## config.mk

```make
export PLATFORM = sky130hd
export DESIGN_NAME = picoblaze_io_hub
export DESIGN_NICKNAME = d
export VERILOG_FILES = /design/src/rtl/picoblaze_io_hub.sv
export SDC_FILE = /design/constraint.sdc
export NUM_CORES = 1
export LEC_CHECK = 0
export ABC_AREA = 1
export CAP_MARGIN = 25
export CELL_PAD_IN_SITES_DETAIL_PLACEMENT = 0
export CELL_PAD_IN_SITES_GLOBAL_PLACEMENT = 2
export CORE_MARGIN = 3
export CORE_UTILIZATION = 30
export DETAILED_ROUTE_END_ITERATION = 12
export PLACE_DENSITY_LB_ADDON = 0.3
export SLEW_MARGIN = 0
export SYNTH_ARGS = -nofsm -noshare
export SYNTH_HDL_FRONTEND = slang
export SYNTH_SLANG_ARGS = --single-unit
```

## constraint.sdc

```tcl
create_clock -name clk -period 2.5 [get_ports clk]
set_input_delay 0.375 -clock clk [delete_from_list [all_inputs] [get_ports clk]]
set_output_delay 0.375 -clock clk [all_outputs]
set_load 0.01 [all_outputs]
```

## src/rtl/picoblaze_io_hub.sv

```systemverilog
// picoblaze_io_hub
//   I/O and interrupt hub between a pacoblaze3 core and board logic.
//   Fixed address map:
//     0x00+n  input port n (read only)
//     0x10+n  output register n (read/write, one-cycle out_we pulse on write)
//     0xF0    PENDING  (bit0 timer, bit k+1 irq_lines[k]); write-1-to-clear
//     0xF1    MASK
//     0xF2/F3 timer reload bytes [7:0]/[15:8] (staged on write, committed read back)
//     0xF4    timer reload [23:16]; write commits all three bytes, clears count
//     0xF5    CTRL, bit0 = timer enable
//   Ports:
//     clk, reset            clock and synchronous active-high reset
//     port_id, write_strobe, read_strobe, out_port   core I/O bus
//     in_port               registered read data (one cycle after port_id)
//     interrupt, interrupt_ack   latched request / one-cycle acknowledge
//     in_data, out_data, out_we  board-side ports, 8 bits per port
//     irq_lines             external rising-edge interrupt sources
module picoblaze_io_hub #(
  parameter int          NUM_IN        = 2,
  parameter int          NUM_OUT       = 4,
  parameter int          NUM_IRQ       = 4,
  parameter int unsigned TIMER_DEFAULT = 250000
) (
  input  logic                        clk,
  input  logic                        reset,
  input  logic [7:0]                  port_id,
  input  logic                        write_strobe,
  input  logic                        read_strobe,
  input  logic [7:0]                  out_port,
  output logic [7:0]                  in_port,
  output logic                        interrupt,
  input  logic                        interrupt_ack,
  input  logic [NUM_IN*8-1:0]         in_data,
  output logic [NUM_OUT*8-1:0]        out_data,
  output logic [NUM_OUT-1:0]          out_we,
  input  logic [((NUM_IRQ > 0) ? NUM_IRQ : 1)-1:0] irq_lines
);

  localparam int IRQW = (NUM_IRQ > 0) ? NUM_IRQ : 1;
  localparam int PW   = NUM_IRQ + 1;
  localparam logic [23:0] RELOAD_RST = 24'(TIMER_DEFAULT);

  logic [PW-1:0] pending;
  logic [PW-1:0] mask;
  logic          tmr_en;
  logic [23:0]   reload;
  logic [23:0]   count;
  logic [7:0]    stage_lo;
  logic [7:0]    stage_mid;

  logic          tmr_run;
  logic          tmr_evt;
  logic [PW-1:0] evt;
  logic          wr_pend, wr_mask, wr_lo, wr_mid, wr_hi, wr_ctrl;
  logic [PW-1:0] pend_clr;
  logic [PW-1:0] mask_next;
  logic          raise;
  logic [7:0]    rd_data;

  // The read qualifier is informational only; the read mux runs every cycle.
  logic unused_inputs;
  assign unused_inputs = read_strobe ^ (^irq_lines);

  assign wr_pend = write_strobe && (port_id == 8'hF0);
  assign wr_mask = write_strobe && (port_id == 8'hF1);
  assign wr_lo   = write_strobe && (port_id == 8'hF2);
  assign wr_mid  = write_strobe && (port_id == 8'hF3);
  assign wr_hi   = write_strobe && (port_id == 8'hF4);
  assign wr_ctrl = write_strobe && (port_id == 8'hF5);

  assign tmr_run = tmr_en && (reload != 24'd0);
  assign tmr_evt = tmr_run && (count == reload - 24'd1);

  generate
    if (NUM_IRQ > 0) begin : g_irq
      logic [IRQW-1:0] irq_prev;
      always_ff @(posedge clk) begin
        if (reset) irq_prev <= '0;
        else       irq_prev <= irq_lines;
      end
      assign evt = {irq_lines & ~irq_prev, tmr_evt};
    end else begin : g_no_irq
      assign evt = tmr_evt;
    end
  endgenerate

  assign pend_clr  = wr_pend ? out_port[PW-1:0] : '0;
  assign mask_next = wr_mask ? out_port[PW-1:0] : mask;
  // Raise on a freshly unmasked event, or when a MASK write exposes a bit
  // that was already pending.
  assign raise = (|(evt & mask_next)) ||
                 (wr_mask && (|(out_port[PW-1:0] & ~mask & pending)));

  always_comb begin
    rd_data = 8'h00;
    for (int i = 0; i < NUM_IN; i++)
      if (port_id == 8'(i)) rd_data = in_data[i*8 +: 8];
    for (int i = 0; i < NUM_OUT; i++)
      if (port_id == 8'(16 + i)) rd_data = out_data[i*8 +: 8];
    case (port_id)
      8'hF0:   rd_data = 8'(pending);
      8'hF1:   rd_data = 8'(mask);
      8'hF2:   rd_data = reload[7:0];
      8'hF3:   rd_data = reload[15:8];
      8'hF4:   rd_data = reload[23:16];
      8'hF5:   rd_data = {7'd0, tmr_en};
      default: ;
    endcase
  end

  always_ff @(posedge clk) begin
    if (reset) begin
      in_port   <= 8'h00;
      out_data  <= '0;
      out_we    <= '0;
      interrupt <= 1'b0;
      pending   <= '0;
      mask      <= '0;
      tmr_en    <= 1'b1;
      reload    <= RELOAD_RST;
      count     <= 24'd0;
      stage_lo  <= 8'h00;
      stage_mid <= 8'h00;
    end else begin
      in_port <= rd_data;

      out_we <= '0;
      for (int i = 0; i < NUM_OUT; i++) begin
        if (write_strobe && (port_id == 8'(16 + i))) begin
          out_data[i*8 +: 8] <= out_port;
          out_we[i]          <= 1'b1;
        end
      end

      // Set beats clear on the same bit.
      pending <= (pending & ~pend_clr) | evt;
      mask    <= mask_next;

      if (raise)              interrupt <= 1'b1;
      else if (interrupt_ack) interrupt <= 1'b0;

      if (wr_ctrl) tmr_en    <= out_port[0];
      if (wr_lo)   stage_lo  <= out_port;
      if (wr_mid)  stage_mid <= out_port;

      if (wr_hi) begin
        reload <= {out_port, stage_mid, stage_lo};
        count  <= 24'd0;
      end else if (!tmr_run || tmr_evt) begin
        count <= 24'd0;
      end else begin
        count <= count + 24'd1;
      end
    end
  end

endmodule

```

After elaboration in Yosys (flattened, before gate mapping):

Index checks and enable logic that the tools add are counted.

* $add $sub $neg: 2
* multiply operators: 0
* divide/modulo/power cells: 0
* order comparisons: 0
* eq/ne operators: 12
* shift-type cells: 0
* muxes and demuxes: 15
* bitwise operators: 9
* reduce and logical (&&, ||, !) cells: 22

Operator list (count)
* $eq A8 B8 Y1 const B: 6
* $mux W8: 6
* $pmux W8 S6: 1
* $eq A8 B5 Y1 const B: 4
* $add A24 B1 Y24 const B: 1
* $eq A24 B24 Y1: 1
* $reduce_bool A24 Y1: 1
* $sub A24 B1 Y24 const B: 1
* $and A5 B5 Y5: 4
* $logic_and A1 B1 Y1: 13
* $mux W5: 2
* $not A5 Y5: 2
* $reduce_or A5 Y1: 2
* $eq A8 B1 Y1 const B: 1
* $logic_not A8 Y1: 1
* $mux W1: 6
* $or A5 B5 Y5: 1
* $and A4 B4 Y4: 1
* $not A4 Y4: 1
* $reduce_or A3 Y1: 1
* $logic_or A1 B1 Y1: 2
* $reduce_bool A2 Y1: 1
* $logic_not A1 Y1: 1

* register bits after elaboration: 124
* bits in latches: 0
* memory bits (writable): 0
* memory bits (read-only): 0
* input bits: 41
* output and inout bits: 45
* logic and storage cells: 75
* memories: 0

Logic depth before layout (Yosys ltp):

* depth after elaboration: 8
* gate-level depth with buffers: 17

Worst setup path after synthesis:

OpenSTA, ideal clock, no wires.

* kind: register to register
* start point: register reload[0]
* end point: register count[18]
* setup time: 117 ps
* data arrival time: 1835 ps
* required time: 2383 ps
* setup slack: 548 ps
* stages on the path, launching flop included: 13
* path buffers: 1
* clock period less this slack: 1952 ps
* path through: dfxtp_1 -> inv_1 -> ha_1 -> nand2_2 -> nor2_4 -> nand3_1 -> xor2_1 -> nand2_1 -> nor2_1 -> nand3_1 -> nand2_2 -> buf_6 -> nor2_1

* cells in the longest elaborated chain, start to end: 5

Ends and longest elaborated chain
* start, declared: RTL line 46 `logic [23:0] reload;`
* start signal, assigned: RTL line 147 `reload <= {out_port, stage_mid, stage_lo};`
* $sub A24 B1 Y24 / $reduce_bool A24 Y1 (equally long branches): RTL line 72, 71
* $eq A24 B24 Y1 / $logic_and A1 B1 Y1 (equally long branches): RTL line 72, 71
* $logic_and A1 B1 Y1 / $logic_not A1 Y1 (equally long branches): RTL line 72, 149
* $logic_or A1 B1 Y1 (*): RTL line 149 `end else if (!tmr_run || tmr_evt) begin`
* $reduce_or A3 Y1 (no source line) (*)
* end signal, assigned: RTL line 152 `count <= count + 24'd1;`
* end, declared: RTL line 47 `logic [23:0] count;`

Mark *: on every way between the ends. The rest lies on a longest branch, timed or not.
A chain may end at the register's enable or synchronous reset.

Worst setup path in the final report:

* start point: register reload[1]
* end point: register count[23]

The elaborated chain is that of the path after synthesis.

==> flow_summary.yaml <==
route:
  drtIter0Drc: 194
  vias: 6169
  wl_per_cell_microns: 16.4
  drcViolationCount: 0
  viasPerCell: 4.69
  routed_wl_mm: 21.5
  ant_nets: 0
  first_pass_iters: 5
placement:
  hpwl_mm: 16.5
  portBuffers: 84
  placed_area_sq_um: 7600
  gp_congestion: 0.817
clock_network:
  h-tree-depth: 4
  cts_hold_buf: 0
  clk_pin_slew_ps: 70
  cts_buffers: 17
  clockRootBuffer: "clkbuf_16"
  clk_path_buf_depth: 2
  cts_sinks: 124
  cts_tree: "done"
  post_cts_buffers: 0
  ctsResizeCount: 0
  clock_latency_ps: 420
sta:
  rsz0062_at_grt: "false"
  drv_slew: 0
  period_needed_ps: 2200
  skew_ps: 10.2
  worstMarginPinSlew_ps: 567
  fin_tns_setup_ps: 0
  fmax_mhz: 454
  relSlewSlack: 0.621
  hold_viol_final: 0
  finalSetupViolations: 0
  fin_crit_sh: 0.881
floorplanning:
  row_count: 52
  die_area_sq_um: 22900
  io_pins: 86
  fp.dieW_microns: 151
  die_y_microns: 151
  core_sq_um: 20500
  start_util: 0.309
critical_path:
  cp-start-kind: "flop"
  crit_type: "flop to flop"
  endpoint_kind: "flop"
  crit_slowest_cell: "dfxtp_1"
  cp.arrival_ps: 2510
  slowest_delay_ps: 330
  required_ps: 2810
  path_cells: "inv_1 -> ha_2 -> nand2_2 -> nor2_4 -> nand3b_1 -> nand2_1 -> nand2_1 -> nor2_1 -> nand2_1 -> nor2_2 -> nand3_1 -> nand2_2 -> buf_12 -> nor2_1"
  crit_fanout: 24
  reg2reg_depth: 14
  crit_path_frequent_cell: "nand2_1"
global_route:
  met3_usage: 0.0563
  grt.busiest_layer: "met2"
  grtUsageMet1: 0.254
  grt_pass1_wl_mm: 34.4
  gr-usage-all-layers: 0.197
  grt_pass1_vias: 6098
  use_met2: 0.322
  antenna_found_initial: 0
  grt.overflow.total: 0
  grt_max_degree: 30
power_and_ir_drop:
  power_per_cell_area_nw_per_um2: 574
  p_leak_nw: 3.29
  ir_worst_vdd_v: 0.000369
final_layout:
  nets: 1077
  antenna_cells: 0
  final_area_sq_um: 8190
  syn_to_final_growth_pct: 29.5
  drive_gt1_frac: 0.0918
logic_synthesis:
  synth_largest_area_cell: "dfxtp_1"
  ys_types: 37
  syn_inst: 931
  avgSynthCellArea_sq_um: 6.79
  seq_area_frac_synth: 0.392
  netlist_top_cells_area: "dfxtp_1 39%, nand2_1 12%, inv_1 6.8%, nor2_1 6.7%, a21oi_1 6.5%"
  synthesis.area_sq_um: 6320
  synth_nets: 975
  yosys_register_bits: 124
  yosysWarnings: 0
  synth.top_cell.area_share: 0.392
worst_hold_path:
  min_path_type: "input port to flop"
  min_path_cells: 3
flow_run:
  maxCapViolCount: 0
status:
  status: "finished, final reports clean"
worst max-delay path, delay by kind of cell (launching register included):
| kind | cells | cell delay [ps] |
|---|---|---|
| buf+inv | 2 | 300 |
| fa+ha+maj | 1 | 230 |
| flops | 1 | 330 |
| simple gates | 11 | 1210 |
area by class of cell:
class / count / area [sq um]
well taps: 270 / 338
inverters: 117 / 439
clock inverters: 13 / 133
multi-input cells: 659 / 3270
flip-flops and latches: 124 / 2480
repair buffers: 114 / 1070
clock buffers: 19 / 453
fillers: 2259 / 12300
final timing paths:
check / start / to / slack, ps
max: reload[1] / count[23] / 300
min: reset / out_data[31] / 400
max reg2reg: reload[1] / count[23] / 300
min reg2reg: stage_lo[7] / stage_lo[7] / 440
metrics by stage:
step           instances  hold WS, ps  utilization  total power [mW]  worst slack [ps]
2_1_floorplan        931          424            -              2.15               548
3_3_place_gp        1284          432        0.371              2.29              61.6
3_5_place_dp        1284          435        0.371              2.29              30.0
4_1_cts             1316          387        0.399              4.76               196
5_1_grt             1316          406        0.400              4.89              38.5
6_report            1316          401        0.400              4.70               298
layer usage:
metal	wire length [microns]	vias up	share of wire
met3	1120	20	0.052
met1	10100	2803	0.47
met5	0	-	0
met4	383	0	0.018
met2	9920	117	0.46
li1	-	3229	-
sequential cells by signal, indices dropped and copies added, names as in the netlist:
signal / cells
out_data: 32
count: 24
reload: 24
in_port: 8
stage_lo: 8
stage_mid: 8
mask: 5
pending: 5
g_irq.irq_prev: 4
out_we: 4
interrupt: 1
tmr_en: 1
power breakdown:
part	leakage, nW	switching (mW)	total (mW)	internal (mW)
clock network	0.275	1.02	2.46	1.44
registers	1.00	0.0127	2.00	1.99
logic	2.01	0.135	0.236	0.102
total	3.29	1.17	4.70	3.54
cells in the mapped netlist (all sizes together):
cell type and instances:
nand4 16, or2 4, dfxtp 124, clkbuf 23
a221o 1, nor3 6, nand3 71, ha 3
a31oi 1, o21bai 2, inv 117, nand3b 6
o21ai 75, nor2 128, o311ai 1, o221ai 4
o2111ai 5, buf 8, a211oi 1, xnor2 19
o22ai 4, nor4 3, o211ai 6, xor2 17
nand2 203, a21oi 82, a221oi 1
cells by family after synthesis:
kind of cell,share of synthesized area
AO/OA/AOI/OAI,0.157
XOR/XNOR,0.0499
adder cells (fa/ha/maj),0.00594
buffers and inverters,0.0912
flip-flops,0.392
AND/OR/NAND/NOR,0.304
layout by cell type (no fill, tap or decap), types with 5 or more instances in the layout:
| cell | count |
|---|---|
| a21oi_1 | 82 |
| buf_4 | 29 |
| clkbuf_16 | 17 |
| clkdlybuf4s50_1 | 83 |
| dfxtp_1 | 124 |
| inv_1 | 115 |
| nand2_1 | 197 |
| nand2_2 | 6 |
| nand3_1 | 69 |
| nand3b_1 | 5 |
| nand4_1 | 16 |
| nor2_1 | 111 |
| nor2_2 | 12 |
| nor2_4 | 5 |
| nor3_1 | 5 |
| o2111ai_1 | 5 |
| o211ai_1 | 6 |
| o21ai_0 | 75 |
| xnor2_1 | 19 |
| xor2_1 | 17 |
(Power assumes the default switching activity.)
